### config.mk
export PLATFORM = sky130hd
export DESIGN_NAME = multicycle_ctrl_fsm_flat
export DESIGN_NICKNAME = d
export VERILOG_FILES = /design/src/rtl/multicycle_ctrl_fsm_pkg.sv /design/src/rtl/multicycle_ctrl_fsm_if.sv /design/src/rtl/multicycle_ctrl_fsm_mem_wait_timer.sv /design/src/rtl/multicycle_ctrl_fsm.sv /design/src/flat_wrapper.sv
export SDC_FILE = /design/constraint.sdc
export NUM_CORES = 1
export LEC_CHECK = 0
export CAP_MARGIN = 20
export CELL_PAD_IN_SITES_DETAIL_PLACEMENT = 1
export CELL_PAD_IN_SITES_GLOBAL_PLACEMENT = 1
export CORE_MARGIN = 1
export CORE_UTILIZATION = 46
export CTS_CLUSTER_DIAMETER = 120
export CTS_CLUSTER_SIZE = 16
export DETAILED_ROUTE_END_ITERATION = 6
export DONT_BUFFER_PORTS = 1
export PLACE_DENSITY_LB_ADDON = 0.1
export SYNTH_ARGS = -nofsm -noshare
export SYNTH_HDL_FRONTEND = slang
export SYNTH_SLANG_ARGS = --single-unit
### constraint.sdc
create_clock -name clk -period 2.55 [get_ports clk]
set_input_delay 0.51 -clock clk [delete_from_list [all_inputs] [get_ports clk]]
set_output_delay 0.51 -clock clk [all_outputs]
set_load 0.02 [all_outputs]
### src/rtl/multicycle_ctrl_fsm_pkg.sv
// Shared opcodes, state encoding, datapath select encodings and per-state control decode
// for the multicycle RV32I control FSM.
package multicycle_ctrl_fsm_pkg;

    localparam logic [6:0] OP_LW    = 7'b0000011;
    localparam logic [6:0] OP_SW    = 7'b0100011;
    localparam logic [6:0] OP_R     = 7'b0110011;
    localparam logic [6:0] OP_I     = 7'b0010011;
    localparam logic [6:0] OP_BEQ   = 7'b1100011;
    localparam logic [6:0] OP_JAL   = 7'b1101111;
    localparam logic [6:0] OP_JALR  = 7'b1100111;
    localparam logic [6:0] OP_LUI   = 7'b0110111;
    localparam logic [6:0] OP_AUIPC = 7'b0010111;

    typedef enum logic [3:0] {
        S_FETCH, S_DECODE, S_MEMADR, S_MEMREAD, S_MEMWB, S_MEMWRITE, S_EXECR,
        S_EXECI, S_ALUWB, S_BEQ, S_JAL, S_JALR, S_LUI, S_AUIPC, S_TRAP
    } state_t;

    localparam logic [1:0] RES_ALUOUT = 2'b00, RES_DATA = 2'b01, RES_ALURESULT = 2'b10;
    localparam logic [1:0] SRCA_PC = 2'b00, SRCA_OLDPC = 2'b01, SRCA_REGA = 2'b10, SRCA_ZERO = 2'b11;
    localparam logic [1:0] SRCB_REGB = 2'b00, SRCB_IMM = 2'b01, SRCB_FOUR = 2'b10;
    localparam logic [2:0] IMM_I = 3'b000, IMM_S = 3'b001, IMM_B = 3'b010, IMM_U = 3'b100;
    localparam logic [1:0] ALUOP_ADD = 2'b00, ALUOP_SUB = 2'b01, ALUOP_FUNCT = 2'b10;

    typedef struct packed {
        logic       mem_req;
        logic       adr_src;
        logic       ir_write;
        logic       pc_update;
        logic       branch;
        logic       reg_write;
        logic       mem_write;
        logic [1:0] result_src;
        logic [1:0] alu_src_a;
        logic [1:0] alu_src_b;
        logic [2:0] imm_src;
        logic [1:0] alu_op;
        logic       retire;
    } ctl_t;

    // Outputs that depend only on the state (op only selects the LW/SW immediate).
    function automatic ctl_t moore_ctl(input state_t s, input logic [6:0] op);
        ctl_t c;
        c = '0;
        case (s)
            S_FETCH:    c.mem_req = 1'b1;
            S_DECODE:   begin c.alu_src_a = SRCA_OLDPC; c.alu_src_b = SRCB_IMM;
                              c.imm_src = IMM_B; c.alu_op = ALUOP_ADD; end
            S_MEMADR:   begin c.alu_src_a = SRCA_REGA; c.alu_src_b = SRCB_IMM; c.alu_op = ALUOP_ADD;
                              c.imm_src = (op == OP_SW) ? IMM_S : IMM_I; end
            S_MEMREAD:  begin c.mem_req = 1'b1; c.adr_src = 1'b1; end
            S_MEMWB:    begin c.result_src = RES_DATA; c.reg_write = 1'b1; c.retire = 1'b1; end
            S_MEMWRITE: begin c.mem_req = 1'b1; c.adr_src = 1'b1; c.mem_write = 1'b1; end
            S_EXECR:    begin c.alu_src_a = SRCA_REGA; c.alu_src_b = SRCB_REGB; c.alu_op = ALUOP_FUNCT; end
            S_EXECI:    begin c.alu_src_a = SRCA_REGA; c.alu_src_b = SRCB_IMM; c.imm_src = IMM_I;
                              c.alu_op = ALUOP_FUNCT; end
            S_ALUWB:    begin c.result_src = RES_ALUOUT; c.reg_write = 1'b1; c.retire = 1'b1; end
            S_BEQ:      begin c.alu_src_a = SRCA_REGA; c.alu_src_b = SRCB_REGB; c.alu_op = ALUOP_SUB;
                              c.result_src = RES_ALUOUT; c.branch = 1'b1; c.retire = 1'b1; end
            S_JAL:      begin c.alu_src_a = SRCA_OLDPC; c.alu_src_b = SRCB_FOUR; c.alu_op = ALUOP_ADD;
                              c.result_src = RES_ALUOUT; c.pc_update = 1'b1; end
            S_JALR:     begin c.alu_src_a = SRCA_REGA; c.alu_src_b = SRCB_IMM; c.imm_src = IMM_I;
                              c.alu_op = ALUOP_ADD; c.result_src = RES_ALURESULT; c.pc_update = 1'b1; end
            S_LUI:      begin c.alu_src_a = SRCA_ZERO; c.alu_src_b = SRCB_IMM; c.imm_src = IMM_U;
                              c.alu_op = ALUOP_ADD; end
            S_AUIPC:    begin c.alu_src_a = SRCA_OLDPC; c.alu_src_b = SRCB_IMM; c.imm_src = IMM_U;
                              c.alu_op = ALUOP_ADD; end
            default:    c = '0;
        endcase
        return c;
    endfunction

endpackage

### src/rtl/multicycle_ctrl_fsm_if.sv
// Control/memory-handshake bundle between the multicycle FSM (master) and datapath/memory (slave).
// Optional illegal_insn signal exists only with MULTICYCLE_ILLEGAL_TRAP_EN.
interface multicycle_ctrl_fsm_if;
    logic [6:0] op;
    logic       mem_ready;
    logic       mem_req;
    logic       AdrSrc;
    logic       IRWrite;
    logic       PCUpdate;
    logic       Branch;
    logic       RegWrite;
    logic       MemWrite;
    logic [1:0] ResultSrc;
    logic [1:0] ALUSrcA;
    logic [1:0] ALUSrcB;
    logic [2:0] ImmSrc;
    logic [1:0] ALUOp;
    logic       instr_retire;
    logic       mem_timeout;
`ifdef MULTICYCLE_ILLEGAL_TRAP_EN
    logic       illegal_insn;
`endif

    modport master (
        input  op, mem_ready,
        output mem_req, AdrSrc, IRWrite, PCUpdate, Branch, RegWrite, MemWrite,
               ResultSrc, ALUSrcA, ALUSrcB, ImmSrc, ALUOp, instr_retire, mem_timeout
`ifdef MULTICYCLE_ILLEGAL_TRAP_EN
      , illegal_insn
`endif
    );

    modport slave (
        output op, mem_ready,
        input  mem_req, AdrSrc, IRWrite, PCUpdate, Branch, RegWrite, MemWrite,
               ResultSrc, ALUSrcA, ALUSrcB, ImmSrc, ALUOp, instr_retire, mem_timeout
`ifdef MULTICYCLE_ILLEGAL_TRAP_EN
      , illegal_insn
`endif
    );
endinterface

### src/rtl/multicycle_ctrl_fsm_mem_wait_timer.sv
// Memory wait counter: counts cycles spent in a wait state without mem_ready and flags
// an abort when TIMEOUT is reached (TIMEOUT == 0 disables the abort).
module multicycle_ctrl_fsm_mem_wait_timer #(
    parameter int unsigned TIMEOUT = 255,
    parameter int unsigned WAIT_W  = 8
) (
    input  logic clk,
    input  logic rst,
    input  logic waiting_i,
    input  logic mem_ready_i,
    output logic timeout_o
);
    logic [WAIT_W-1:0] cnt_q, cnt_d;

    // Clearing on any exit from waiting gives a fresh count on every wait-state entry.
    always_comb begin
        timeout_o = 1'b0;
        if (TIMEOUT != 0) begin
            timeout_o = waiting_i && !mem_ready_i && (cnt_q == WAIT_W'(TIMEOUT));
        end
        cnt_d = (!waiting_i || mem_ready_i || timeout_o) ? '0 : cnt_q + 1'b1;
    end

    always_ff @(posedge clk) begin
        if (rst) cnt_q <= '0;
        else     cnt_q <= cnt_d;
    end
endmodule

### src/rtl/multicycle_ctrl_fsm.sv
// Multicycle RV32I control FSM: sequences fetch/decode/execute/memory/writeback with a
// variable-latency memory handshake. MULTICYCLE_ILLEGAL_TRAP_EN enables the illegal-opcode TRAP state.
module multicycle_ctrl_fsm
    import multicycle_ctrl_fsm_pkg::*;
#(
    parameter int unsigned TIMEOUT = 255,
    parameter int unsigned WAIT_W  = 8
) (
    input  logic                  clk,
    input  logic                  rst,
    multicycle_ctrl_fsm_if.master bus
);
    state_t state_q, state_d;
    ctl_t   ctl_q, ovl, ctl_o;
    logic   waiting, tmo;

    assign waiting = (state_q == S_FETCH) || (state_q == S_MEMREAD) || (state_q == S_MEMWRITE);

    multicycle_ctrl_fsm_mem_wait_timer #(.TIMEOUT(TIMEOUT), .WAIT_W(WAIT_W)) u_timer (
        .clk         (clk),
        .rst         (rst),
        .waiting_i   (waiting),
        .mem_ready_i (bus.mem_ready),
        .timeout_o   (tmo)
    );

    always_comb begin
        state_d = state_q;
        case (state_q)
            S_FETCH:    if (bus.mem_ready) state_d = S_DECODE;
            S_DECODE: begin
                case (bus.op)
                    OP_LW, OP_SW: state_d = S_MEMADR;
                    OP_R:         state_d = S_EXECR;
                    OP_I:         state_d = S_EXECI;
                    OP_BEQ:       state_d = S_BEQ;
                    OP_JAL:       state_d = S_JAL;
                    OP_JALR:      state_d = S_JALR;
                    OP_LUI:       state_d = S_LUI;
                    OP_AUIPC:     state_d = S_AUIPC;
`ifdef MULTICYCLE_ILLEGAL_TRAP_EN
                    default:      state_d = S_TRAP;
`else
                    default:      state_d = S_FETCH;
`endif
                endcase
            end
            S_MEMADR:   state_d = (bus.op == OP_SW) ? S_MEMWRITE : S_MEMREAD;
            S_MEMREAD:  if (bus.mem_ready) state_d = S_MEMWB; else if (tmo) state_d = S_FETCH;
            S_MEMWRITE: if (bus.mem_ready || tmo) state_d = S_FETCH;
            S_EXECR, S_EXECI, S_LUI, S_AUIPC, S_JAL: state_d = S_ALUWB;
            S_JALR:     state_d = S_JAL;
            S_TRAP:     state_d = S_TRAP;
            default:    state_d = S_FETCH;
        endcase
    end

    always_ff @(posedge clk) begin
        if (rst) begin
            state_q <= S_FETCH;
            ctl_q   <= moore_ctl(S_FETCH, bus.op);
        end else begin
            state_q <= state_d;
            ctl_q   <= moore_ctl(state_d, bus.op);
        end
    end

    // Completion-cycle outputs ride on mem_ready; rst forces every output low.
    always_comb begin
        ovl = '0;
        if (state_q == S_FETCH && bus.mem_ready) begin
            ovl.ir_write   = 1'b1;
            ovl.pc_update  = 1'b1;
            ovl.alu_src_a  = SRCA_PC;
            ovl.alu_src_b  = SRCB_FOUR;
            ovl.alu_op     = ALUOP_ADD;
            ovl.result_src = RES_ALURESULT;
        end
        if (state_q == S_MEMWRITE && bus.mem_ready) ovl.retire = 1'b1;
        ctl_o = rst ? '0 : ctl_t'(ctl_q | ovl);
    end

    assign bus.mem_req      = ctl_o.mem_req;
    assign bus.AdrSrc       = ctl_o.adr_src;
    assign bus.IRWrite      = ctl_o.ir_write;
    assign bus.PCUpdate     = ctl_o.pc_update;
    assign bus.Branch       = ctl_o.branch;
    assign bus.RegWrite     = ctl_o.reg_write;
    assign bus.MemWrite     = ctl_o.mem_write;
    assign bus.ResultSrc    = ctl_o.result_src;
    assign bus.ALUSrcA      = ctl_o.alu_src_a;
    assign bus.ALUSrcB      = ctl_o.alu_src_b;
    assign bus.ImmSrc       = ctl_o.imm_src;
    assign bus.ALUOp        = ctl_o.alu_op;
    assign bus.instr_retire = ctl_o.retire;
    assign bus.mem_timeout  = !rst && tmo;
`ifdef MULTICYCLE_ILLEGAL_TRAP_EN
    assign bus.illegal_insn = !rst && (state_q == S_TRAP);
`endif
endmodule
### src/flat_wrapper.sv
// flat-port wrapper written by rule: the top's interface ports become plain ports
module multicycle_ctrl_fsm_flat import multicycle_ctrl_fsm_pkg::*;
#(
    parameter int unsigned TIMEOUT = 255,
    parameter int unsigned WAIT_W  = 8
)
  (clk, rst, bus_op, bus_mem_ready, bus_mem_req, bus_AdrSrc, bus_IRWrite, bus_PCUpdate, bus_Branch, bus_RegWrite, bus_MemWrite, bus_ResultSrc, bus_ALUSrcA, bus_ALUSrcB, bus_ImmSrc, bus_ALUOp, bus_instr_retire, bus_mem_timeout);
  multicycle_ctrl_fsm_if bus_i ();
  input  logic clk;
  input  logic rst;
  input wire logic [$bits(bus_i.op)-1:0] bus_op;
  input wire logic [$bits(bus_i.mem_ready)-1:0] bus_mem_ready;
  output wire logic [$bits(bus_i.mem_req)-1:0] bus_mem_req;
  output wire logic [$bits(bus_i.AdrSrc)-1:0] bus_AdrSrc;
  output wire logic [$bits(bus_i.IRWrite)-1:0] bus_IRWrite;
  output wire logic [$bits(bus_i.PCUpdate)-1:0] bus_PCUpdate;
  output wire logic [$bits(bus_i.Branch)-1:0] bus_Branch;
  output wire logic [$bits(bus_i.RegWrite)-1:0] bus_RegWrite;
  output wire logic [$bits(bus_i.MemWrite)-1:0] bus_MemWrite;
  output wire logic [$bits(bus_i.ResultSrc)-1:0] bus_ResultSrc;
  output wire logic [$bits(bus_i.ALUSrcA)-1:0] bus_ALUSrcA;
  output wire logic [$bits(bus_i.ALUSrcB)-1:0] bus_ALUSrcB;
  output wire logic [$bits(bus_i.ImmSrc)-1:0] bus_ImmSrc;
  output wire logic [$bits(bus_i.ALUOp)-1:0] bus_ALUOp;
  output wire logic [$bits(bus_i.instr_retire)-1:0] bus_instr_retire;
  output wire logic [$bits(bus_i.mem_timeout)-1:0] bus_mem_timeout;
  assign bus_i.op = bus_op;
  assign bus_i.mem_ready = bus_mem_ready;
  assign bus_mem_req = bus_i.mem_req;
  assign bus_AdrSrc = bus_i.AdrSrc;
  assign bus_IRWrite = bus_i.IRWrite;
  assign bus_PCUpdate = bus_i.PCUpdate;
  assign bus_Branch = bus_i.Branch;
  assign bus_RegWrite = bus_i.RegWrite;
  assign bus_MemWrite = bus_i.MemWrite;
  assign bus_ResultSrc = bus_i.ResultSrc;
  assign bus_ALUSrcA = bus_i.ALUSrcA;
  assign bus_ALUSrcB = bus_i.ALUSrcB;
  assign bus_ImmSrc = bus_i.ImmSrc;
  assign bus_ALUOp = bus_i.ALUOp;
  assign bus_instr_retire = bus_i.instr_retire;
  assign bus_mem_timeout = bus_i.mem_timeout;
  multicycle_ctrl_fsm #(.TIMEOUT(TIMEOUT), .WAIT_W(WAIT_W)) u_core (.clk(clk), .rst(rst), .bus(bus_i));
endmodule
==> reports/results.md, run 1 <==
| Parameter | Value | Unit |
|:---|:---|:---|
| Maximum count of clock buffers along a single path | 2 | - |
| Full die area | 3540 | um^2 |
| Synthesized area divided by synthesized cell count | 8.46 | um^2 |
| Number of synthesized flops with an enable pin | 0 | - |
| Number of gates given a new drive strength after cts | 0 | - |
| Total negative slack | 0 | ps |
| Ys Warns | 0 | - |
| Synthesized instance count | 180 | - |
| Final cell area excluding filler cells | 1630 | um^2 |
| Total I/O pin count | 30 | - |
| Slew HR | 0.655 | - |
| Number of rows created at floorplan | 20 | - |
| Number of DRC violations after detailed routing | 0 | - |
| Number of pins exceeding their max-slew limit in the final report | 0 | - |
| Postcts setup bufs | 0 | - |
| Gp weighted congestion | 0.826 | - |
| Overall power consumption | 0.846 | mW |
| Power per unit of standard cell area | 520 | nW/um^2 |
| Pin count of the biggest net entering global routing | 38 | - |
| Syn Std Cell Area | 1520 | um^2 |
| Worst Max-Slew Pin Slew | 516 | ps |
| Post-detail-place hpwl | 2480 | um |
| Worst Hold Class | input pin to register | - |
| Final setup violation count | 0 | - |
| Wire length of the first global-routing pass | 5690 | um |
| Die Width | 59.5 | um |
| Proportion of register bits with asynchronous set or reset after synthesis | 0 | - |
| Placement-stage cell area | 1560 | um^2 |
| Clock root buffer master | sky130_fd_sc_hd__clkbuf_4 | - |
| Clock latency on the worst-skew pair | 320 | ps |
| Initial standard-cell utilization of the core | 0.491 | - |
| TritonCTS clock tree | yes | - |
| Startpoint type of the worst setup path | register | - |
| Result of the run | finished, final reports clean | - |
| Number of vias after detailed routing | 1234 | - |
| Largest cells by area after synthesis | sky130_fd_sc_hd__dfxtp_1, sky130_fd_sc_hd__nor2b_1, sky130_fd_sc_hd__nor2_1 | - |
| Number of vias per cell | 5.46 | - |
| Layout net count | 192 | - |
| Post-synth top area cell | sky130_fd_sc_hd__dfxtp_1 | - |
| Skew final | 9.48 | ps |
| Share of synthesized area occupied by flip-flops and latches | 0.394 | - |
| Area share of the largest cell type after synthesis | 0.394 | - |
| Die height | 59.5 | um |
| ANT nets after route | 0 | - |
| Number of hold violations in the final report | 0 | - |
| Highest net fanout along the worst path | 7 | - |
| Clock period minus worst slack | 2350 | ps |
| Number of global-route vias before repair | 1215 | - |
| Leftover overflow at the end of global routing | 0 | - |
| Number of buffers created by CTS | 5 | - |
| Cell variety after synth | 46 | - |
| Global-route usage over all layers | 0.217 | - |
| DRT Wirelength | 3300 | um |
| Initial DRC count | 27 | - |
| Area Growth Syn to Fin | 6.82 | % |
| Antenna violations before repair | 0 | - |
| Total number of H-tree levels | 2 | - |
| Placeable core region | 3100 | um^2 |
| Drt first pass iters | 4 | - |
| Final period utilization | 0.923 | - |
| Post-synthesis register bit count | 30 | - |
| Category of the most critical setup path | register to register | - |
| Worst Path Required | 2750 | ps |
| Fmax achieved | 425 | MHz |
| Count of hold-fix buffers inserted at cts | 0 | - |
| Kind of end point of the critical path | register | - |
| Layout cells sized above 1 | 0.126 | - |
| Number of clock sinks | 30 | - |
| Commonest non-fill, non-tap cell in the layout | sky130_fd_sc_hd__dfxtp_1 | - |
| Number of max-capacitance violations reported | 0 | - |
| Setup repair after global routing missed its margin | no | - |
| Fill cell total of the finished layout | 416 | - |
| Worst endpoint data arrival time | 2560 | ps |
| Leakage dissipation | 0.622 | nW |
| Largest vdd supply drop | 0.216 | mV |
| Antenna Diode Count | 0 | - |
| Wire length per cell after detailed routing | 14.6 | um |
| Clock input transition at the sequential cells of the worst setup and hold paths | 100 | ps |
| Net count after synthesis | 191 | - |
| Prevailing post-synth register cell | sky130_fd_sc_hd__dfxtp_1 | - |
| Commonest non-fill, non-tap cells in the layout | sky130_fd_sc_hd__dfxtp_1, sky130_fd_sc_hd__nor2_1, sky130_fd_sc_hd__nor2b_1 | - |
| Port buffer count | 0 | - |
## layer usage
metal | vias up | wire [um] | global-route usage
met5 | - | 0 | 0
met4 | 0 | 35 | 0.0797
met3 | 4 | 135 | 0.0437
met2 | 28 | 1460 | 0.343
met1 | 574 | 1670 | 0.292
li1 | 628 | - | -
## sequential cells by signal (all words and copies together), names as in the netlist
| register | flops |
|---|---|
| u_core.u_timer.cnt_q | 8 |
| u_core.ctl_q | 18 |
| u_core.state_q | 4 |
## power breakdown
part           switching, mW  leakage, nW  internal (mW)  total, mW
clock network          0.167       0.0343          0.132      0.299
logic                 0.0401        0.345         0.0242     0.0642
registers            0.00635        0.243          0.476      0.482
## stage by stage
step                      setup WS (ps)  cells  hold WS, ps   util
final                               196    226          248  0.524
after global routing               2.63    226          229  0.524
after CTS                           209    226          234  0.524
after detailed placement            196    218          448  0.504
after global placement              332    218          441  0.504
after floorplan                     431    180          426      -
## layout make-up
cell class / count / area, um^2 / share of cell area
timing repair buffer: 6 / 45.0 / 0.0277
sequential: 30 / 601 / 0.369
multi-input combinational: 134 / 847 / 0.521
inverter: 4 / 15.0 / 0.00923
clock buffer: 6 / 51.3 / 0.0315
tap: 44 / 55.1 / 0.0338
clock inverter: 2 / 12.5 / 0.00769
## logic make-up (layout without fill, tap and decap cells)
family | count (synthesis) | count (layout) | share of synthesized area
buf+inv | 16 | 18 | 0.0493
mux | 1 | 1 | 0.00739
compound gates | 16 | 16 | 0.0855
xor+xnor | 10 | 10 | 0.0575
fa+ha+maj | 1 | 1 | 0.00822
simple gates | 106 | 106 | 0.398
flops | 30 | 30 | 0.394
## critical path: stages, from the launching register on
cell and delay [ps]:
sky130_fd_sc_hd__dfxtp_1 380, sky130_fd_sc_hd__ha_1 250, sky130_fd_sc_hd__nand3_1 120, sky130_fd_sc_hd__nor2_1 250, sky130_fd_sc_hd__o32ai_1 190, sky130_fd_sc_hd__nand2b_1 220, sky130_fd_sc_hd__nand2_1 230, sky130_fd_sc_hd__o22ai_1 100
sky130_fd_sc_hd__or4_1 500
## worst paths after layout
path,from,slack [ps],endpoint,depth (start not counted)
hold reg to reg,u_core.u_timer.cnt_q[0],470,u_core.u_timer.cnt_q[0],1
setup reg to reg,u_core.u_timer.cnt_q[0],200,u_core.ctl_q[6],8
hold / removal,rst,250,u_core.ctl_q[9],1
setup / recovery,u_core.u_timer.cnt_q[0],200,u_core.ctl_q[6],8
## Yosys cell counts, drive strengths merged (2+ instances only)
cell type / count
buf: 8
o21ai: 2
and4: 2
and2: 2
nor2: 29
a21oi: 3
and3b: 3
nand4: 4
nand3: 6
nor3: 11
nor4: 7
nand4b: 3
a21o: 2
clkbuf: 4
inv: 4
nor2b: 17
xor2: 7
nand3b: 4
dfxtp: 30
and3: 4
nor3b: 2
xnor2: 3
or2: 2
nand2: 6
Power figures use the tool's default switching activity.
==> inputs of run 2 (changes only) <==
Settings changed: SLEW_MARGIN from default to 20.
==> results of run 2 <==
The final DEF is identical to that of run 1; final timing and power are the same.
